--- src/rtl/iterative_divider_if.sv ---
// Request/response bundle between the core and the iterative divider.
// The master issues divide requests and the slave returns results.
interface iterative_divider_if #(
    parameter int unsigned N = 32
);
    logic         start;
    logic [1:0]   op;
    logic [N-1:0] a;
    logic [N-1:0] b;
    logic         busy;
    logic         done;
    logic [N-1:0] result;

    modport master (
        output start, op, a, b,
        input  busy, done, result
    );

    modport slave (
        input  start, op, a, b,
        output busy, done, result
    );
endinterface

--- src/rtl/iterative_divider.sv ---
// Radix-2 restoring divider for DIV/DIVU/REM/REMU: one shift-subtract per cycle on
// operand magnitudes, then one cycle of sign correction before the done pulse.
module iterative_divider #(
    parameter int unsigned N = 32
) (
    input  logic              clk,
    input  logic              rst,
    iterative_divider_if.slave dif
);

    localparam int unsigned CW = $clog2(N + 1);

    typedef enum logic [1:0] {
        IDLE = 2'd0,
        CALC = 2'd1,
        DONE = 2'd2
    } state_t;

    state_t        state, state_nx;
    logic [CW-1:0] count, count_nx;
    logic [N-1:0]  q, q_nx;
    logic [N-1:0]  rem, rem_nx;
    logic [N-1:0]  dvs, dvs_nx;
    logic [N-1:0]  a_org, a_org_nx;
    logic [N-1:0]  result, result_nx;
    logic          sa, sa_nx;
    logic          sb, sb_nx;
    logic          is_rem, is_rem_nx;
    logic          div0, div0_nx;
    logic          busy, busy_nx;
    logic          done, done_nx;

    logic [N:0]    shifted;
    logic          fits;
    logic [N-1:0]  quot_fix;
    logic [N-1:0]  rem_fix;

    // One restoring step: the N+1-bit partial remainder is compared against |b|.
    always_comb begin
        shifted = {rem, q[N-1]};
        fits    = (shifted >= {1'b0, dvs});
    end

    // Divide-by-zero bypasses sign correction and reports the raw dividend.
    always_comb begin
        quot_fix = div0 ? '1    : ((sa ^ sb) ? (-q) : q);
        rem_fix  = div0 ? a_org : (sa ? (-rem) : rem);
    end

    always_ff @(posedge clk or posedge rst) begin
        if (rst) begin
            state  <= IDLE;
            count  <= '0;
            q      <= '0;
            rem    <= '0;
            dvs    <= '0;
            a_org  <= '0;
            result <= '0;
            sa     <= 1'b0;
            sb     <= 1'b0;
            is_rem <= 1'b0;
            div0   <= 1'b0;
            busy   <= 1'b0;
            done   <= 1'b0;
        end else begin
            state  <= state_nx;
            count  <= count_nx;
            q      <= q_nx;
            rem    <= rem_nx;
            dvs    <= dvs_nx;
            a_org  <= a_org_nx;
            result <= result_nx;
            sa     <= sa_nx;
            sb     <= sb_nx;
            is_rem <= is_rem_nx;
            div0   <= div0_nx;
            busy   <= busy_nx;
            done   <= done_nx;
        end
    end

    always_comb begin
        state_nx  = state;
        count_nx  = count;
        q_nx      = q;
        rem_nx    = rem;
        dvs_nx    = dvs;
        a_org_nx  = a_org;
        result_nx = result;
        sa_nx     = sa;
        sb_nx     = sb;
        is_rem_nx = is_rem;
        div0_nx   = div0;
        busy_nx   = busy;
        done_nx   = 1'b0;

        unique case (state)
            IDLE: begin
                if (dif.start) begin
                    sa_nx     = dif.a[N-1] & ~dif.op[0];
                    sb_nx     = dif.b[N-1] & ~dif.op[0];
                    q_nx      = sa_nx ? (-dif.a) : dif.a;
                    dvs_nx    = sb_nx ? (-dif.b) : dif.b;
                    a_org_nx  = dif.a;
                    is_rem_nx = dif.op[1];
                    div0_nx   = (dif.b == '0);
                    rem_nx    = '0;
                    count_nx  = '0;
                    busy_nx   = 1'b1;
                    state_nx  = CALC;
                end
            end
            CALC: begin
                // Counts 0..N-1 iterate; count N is the sign-correction cycle.
                if (count == CW'(N)) begin
                    result_nx = is_rem ? rem_fix : quot_fix;
                    done_nx   = 1'b1;
                    state_nx  = DONE;
                end else begin
                    q_nx     = {q[N-2:0], fits};
                    rem_nx   = fits ? (shifted[N-1:0] - dvs) : shifted[N-1:0];
                    count_nx = count + CW'(1);
                end
            end
            DONE: begin
                busy_nx  = 1'b0;
                state_nx = IDLE;
            end
            default: begin
                state_nx = IDLE;
            end
        endcase
    end

    assign dif.busy   = busy;
    assign dif.done   = done;
    assign dif.result = result;

endmodule

--- src/flat_wrapper.sv ---
// flat-port wrapper written by rule: the top's interface ports become plain ports
module iterative_divider_flat 
#(
    parameter int unsigned N = 32
)
  (clk, rst, dif_start, dif_op, dif_a, dif_b, dif_busy, dif_done, dif_result);
  iterative_divider_if #(.N(N)) dif_i ();
  input  logic clk;
  input  logic rst;
  input wire logic [$bits(dif_i.start)-1:0] dif_start;
  input wire logic [$bits(dif_i.op)-1:0] dif_op;
  input wire logic [$bits(dif_i.a)-1:0] dif_a;
  input wire logic [$bits(dif_i.b)-1:0] dif_b;
  output wire logic [$bits(dif_i.busy)-1:0] dif_busy;
  output wire logic [$bits(dif_i.done)-1:0] dif_done;
  output wire logic [$bits(dif_i.result)-1:0] dif_result;
  assign dif_i.start = dif_start;
  assign dif_i.op = dif_op;
  assign dif_i.a = dif_a;
  assign dif_i.b = dif_b;
  assign dif_busy = dif_i.busy;
  assign dif_done = dif_i.done;
  assign dif_result = dif_i.result;
  iterative_divider #(.N(N)) u_core (.clk(clk), .rst(rst), .dif(dif_i));
endmodule
--- config.mk ---
export PLATFORM = sky130hd
export DESIGN_NAME = iterative_divider_flat
export DESIGN_NICKNAME = d
export VERILOG_FILES = /design/src/rtl/iterative_divider_if.sv /design/src/rtl/iterative_divider.sv /design/src/flat_wrapper.sv
export SDC_FILE = /design/constraint.sdc
export NUM_CORES = 1
export LEC_CHECK = 0
export CORE_UTILIZATION = 54
export CTS_BUF_LIST = sky130_fd_sc_hd__clkbuf_8
export CTS_CLUSTER_SIZE = 14
export DETAILED_ROUTE_END_ITERATION = 10
export GPL_ROUTABILITY_DRIVEN = 0
export PLACE_DENSITY = 0.86
export SLEW_MARGIN = 20
export SYNTH_ARGS = -nofsm -noshare
export SYNTH_HDL_FRONTEND = slang
export SYNTH_SLANG_ARGS = --single-unit
--- constraint.sdc ---
create_clock -name clk -period 8.3 [get_ports clk]
set_input_delay 1.66 -clock clk [delete_from_list [all_inputs] [get_ports clk]]
set_output_delay 1.66 -clock clk [all_outputs]
set_load 0.05 [all_outputs]
==> impl_metrics.yaml <==
sta:
  finalCritPeriodShare_pct: 54.07
  tightest_slew_ps: 1045
  grt_setup_unrepaired: "false"
  setup_ws_ps: 3812
  maxSlewViolCount: 0
  hold_viol: 0
  fin_crit_ps: 4488
  fin_skew_ps: 13.61
  max_clock_freq_mhz: 222.8
  relSlewSlack_pct: 30.36
  final.setup.tns_ps: 0
  setup_violations: 0
  holdWs_ps: 486.9
power:
  combPwrFrac_pct: 60.6
  vdd_drop_max_v: 0.0002881
  intPower_uw: 3044
  p_sw_uw: 2997
  pwr-share-seq_pct: 28.6
  switching_share_pct: 49.60
  clock_power_share_pct: 10.8
  p_leak_uw: 0.005819
  p_per_area_mw_per_mm2: 449.7
setup_path:
  critical_path.cell_chain: "clkdlybuf4s50_1 -> or4_1 -> nor3_1 -> nand2_1 -> nor3_1 -> nand2_1 -> or4_1 -> o41ai_1 -> xor2_1 -> o21ai_0"
  cp_top_family: "simple AND/OR/NAND/NOR gates"
  critPathArrivalTime_ps: 4800
  crit_path_max_incr_delay_ps: 570
  startpoint_type: "primary input"
  path_class: "primary input to flop"
  critPathCaptureType: "flop"
  critPathRequiredTime_ps: 8610
  path_buf_inv: 1
  cp_slowest_cell: "or4_1"
  crit_fanout: 5
route:
  drtIter0Drc: 1203
  routedWlPerCell_um: 18.08
  antenna_left: 0
  vias_per_cell: 6.192
  dr.pass1.iters: 5
  drt-total-wl_um: 32620
  vias: 11170
  drcViolationCount: 0
finish:
  drive_gt1_share_pct: 4.578
  fin_area_mm2: 0.01343
  antenna_cells: 0
  layout_commonest_cell: "nand2_1"
  areaGrowthSynthToFinish_pct: 13.31
  fin_nets: 1624
  final_cell_mix: "nand2_1 (267), dfrtp_1 (173), o21ai_0 (156), a21oi_1 (108), clkdlybuf4s50_1 (102)"
cts:
  postCtsHoldBufs: 0
  postCtsResizedCells: 0
  numCtsBuffers: 17
  clk_pin_slew_ps: 100
  cts_tree: "built"
  insertion_delay_ps: 480
  cts_setup_buffers: 0
  cts_max_level: 4
  cts_max_path_buffers: 2
  cts-root-buf: "clkbuf_8"
  clock-sinks: 174
logic_synthesis:
  synth_edf_count: 0
  synth_top_family_by_area: "compound AO/OA/AOI/OAI gates"
  synth-xor-area-share_pct: 10.27
  yosys-mux-area-fraction_pct: 3.472
  yosysWarnings: 0
  synth_fa_ha_area_share_pct: 4.179
  syn_nets: 1577
  synth_compound_area_share_pct: 20.78
  synth.cell_area_mm2: 0.01186
  ys_types: 69
  synth-seq-cells: 174
  async_flop_share_pct: 100.0
  syn_inst: 1469
  synthSimpleGateAreaFrac_pct: 19.77
  ys.flop_type: "dfrtp_1"
  synth-seq-area-share_pct: 36.72
  syn_area_per_cell_um2: 8.071
flow_run:
  maxCapViolCount: 0
placed_design:
  dp_hpwl_um: 23580
  port_buffers: 102
  place_ws_ps: 3396
  placed_cell_area_mm2: 0.01300
status:
  status: "finished clean"
die:
  fp.dieArea_mm2: 0.02255
  ios: 103
  start_util_pct: 55.70
  die_x_um: 150.2
  die_h_um: 150.2
  core_region_area_mm2: 0.02129
  rows: 53
grt:
  overflow: 0
  busiest_layer: "met2"
  grtUsageMet3_pct: 5.152
  grt_pass1_vias: 10370
  met2_usage_pct: 46.90
  grt_antenna_before_repair: 1
  grt_pass1_wl_um: 52570
  grt_use_met1_pct: 40.49
  grt_max_degree: 105
  track_usage_pct: 29.76
worst_hold_path:
  hp-class: "flop to flop"
-- synthesized netlist by cell type (all sizes together) (3+ instances only) --
cell type | n | share of area [%]
a211oi | 9 | 0.57
a21boi | 3 | 0.19
a21o | 19 | 1.2
a21oi | 108 | 4.6
a221oi | 8 | 0.59
a31oi | 8 | 0.47
and2 | 3 | 0.16
and3 | 5 | 0.26
buf | 18 | 0.69
clkbuf | 66 | 2.1
dfrtp | 174 | 37
ha | 38 | 4.0
inv | 63 | 2.0
mux2i | 40 | 3.4
nand2 | 268 | 8.5
nand2b | 13 | 0.69
nand3 | 10 | 0.42
nand3b | 4 | 0.25
nand4 | 18 | 0.95
nor2 | 98 | 3.1
nor2b | 10 | 0.53
nor3 | 26 | 1.1
nor3b | 5 | 0.32
nor4 | 16 | 0.84
o211ai | 4 | 0.25
o21a | 4 | 0.25
o21ai | 157 | 6.6
o21bai | 4 | 0.25
o221ai | 3 | 0.22
o22ai | 18 | 0.95
o311ai | 4 | 0.30
o31ai | 28 | 1.8
o41ai | 13 | 1.0
or2 | 8 | 0.42
or3 | 12 | 0.63
or4 | 17 | 1.2
xnor2 | 71 | 5.2
xor2 | 68 | 5.0
-- routing by layer --
layer,share of wire [%],wire (µm),vias up
met4,3.3,1065,0
met2,46,15140,518
li1,-,-,5232
met5,0,0,-
met3,7.8,2554,82
met1,43,13870,5338
-- sequential cells by signal, indices dropped and copies added, names as in the netlist --
register,count
u_core.a_org,32
u_core.count,6
u_core.dif.busy,1
u_core.dif.done,1
u_core.dif.result,32
u_core.div0,1
u_core.dvs,32
u_core.is_rem,1
u_core.q,32
u_core.rem,32
u_core.sa,1
u_core.sb,1
u_core.state,2
-- worst reg2reg max path: cells and delay by family (launching register included) --
kind                       cells  cell delay, ps
adders and majority gates      1             450
AOI/OAI and AO/OA              5            1400
DFF                            1             520
and+or+nand+nor                3            1210
muxes                          1             300
-- per-stage QoR --
stage               total power (µW)  std cells  utilization [%]
global route                    6496       1804            63.11
floorplan                       4378       1469                -
finish                          6041       1804            63.11
detailed placement              5294       1772            61.08
global placement                5136       1772            61.08
CTS                             5969       1804            63.10
-- power groups by stage --
stage               combinational, µW  sequential (µW)  clock (µW)
detailed placement               3570             1730           0
finish                           3660             1730         650
CTS                              3610             1710         648
global route                     4040             1780         682
global placement                 3430             1700           0
floorplan                        2660             1720           0
-- path summary, 6_finish.rpt --
path	from	to	slack, ps	cells past startpoint
worst max register to register	u_core.rem[15]	u_core.rem[1]	4270	10
worst max-delay path	dif_b[6]	u_core.dvs[30]	3810	10
worst min-delay path	u_core.a_org[20]	u_core.a_org[20]	490	2
min in group asynchronous	rst	u_core.dvs[8]	1750	2
max in group asynchronous	rst	u_core.sa	4970	3
worst min register to register	u_core.a_org[20]	u_core.a_org[20]	490	2
-- kinds of logic (layout without fill, tap and decap cells) --
kind of cell,Yosys count,in the layout
flops,174,174
mux,41,41
buf+inv,148,208
compound gates,410,410
xor+xnor,139,139
fa+ha+maj,39,39
simple gates,518,518
-- area by class of cell --
type | instances | area (µm²)
fill | 1793 | 7853
multi-input combinational | 1147 | 6962
sequential | 174 | 4355
timing repair buffer | 112 | 1096
tap | 275 | 344.1
inverter | 64 | 245.2
clock buffer | 17 | 234.0
clock inverter | 15 | 197.7
No activity file was read; power rests on OpenSTA's default activity.
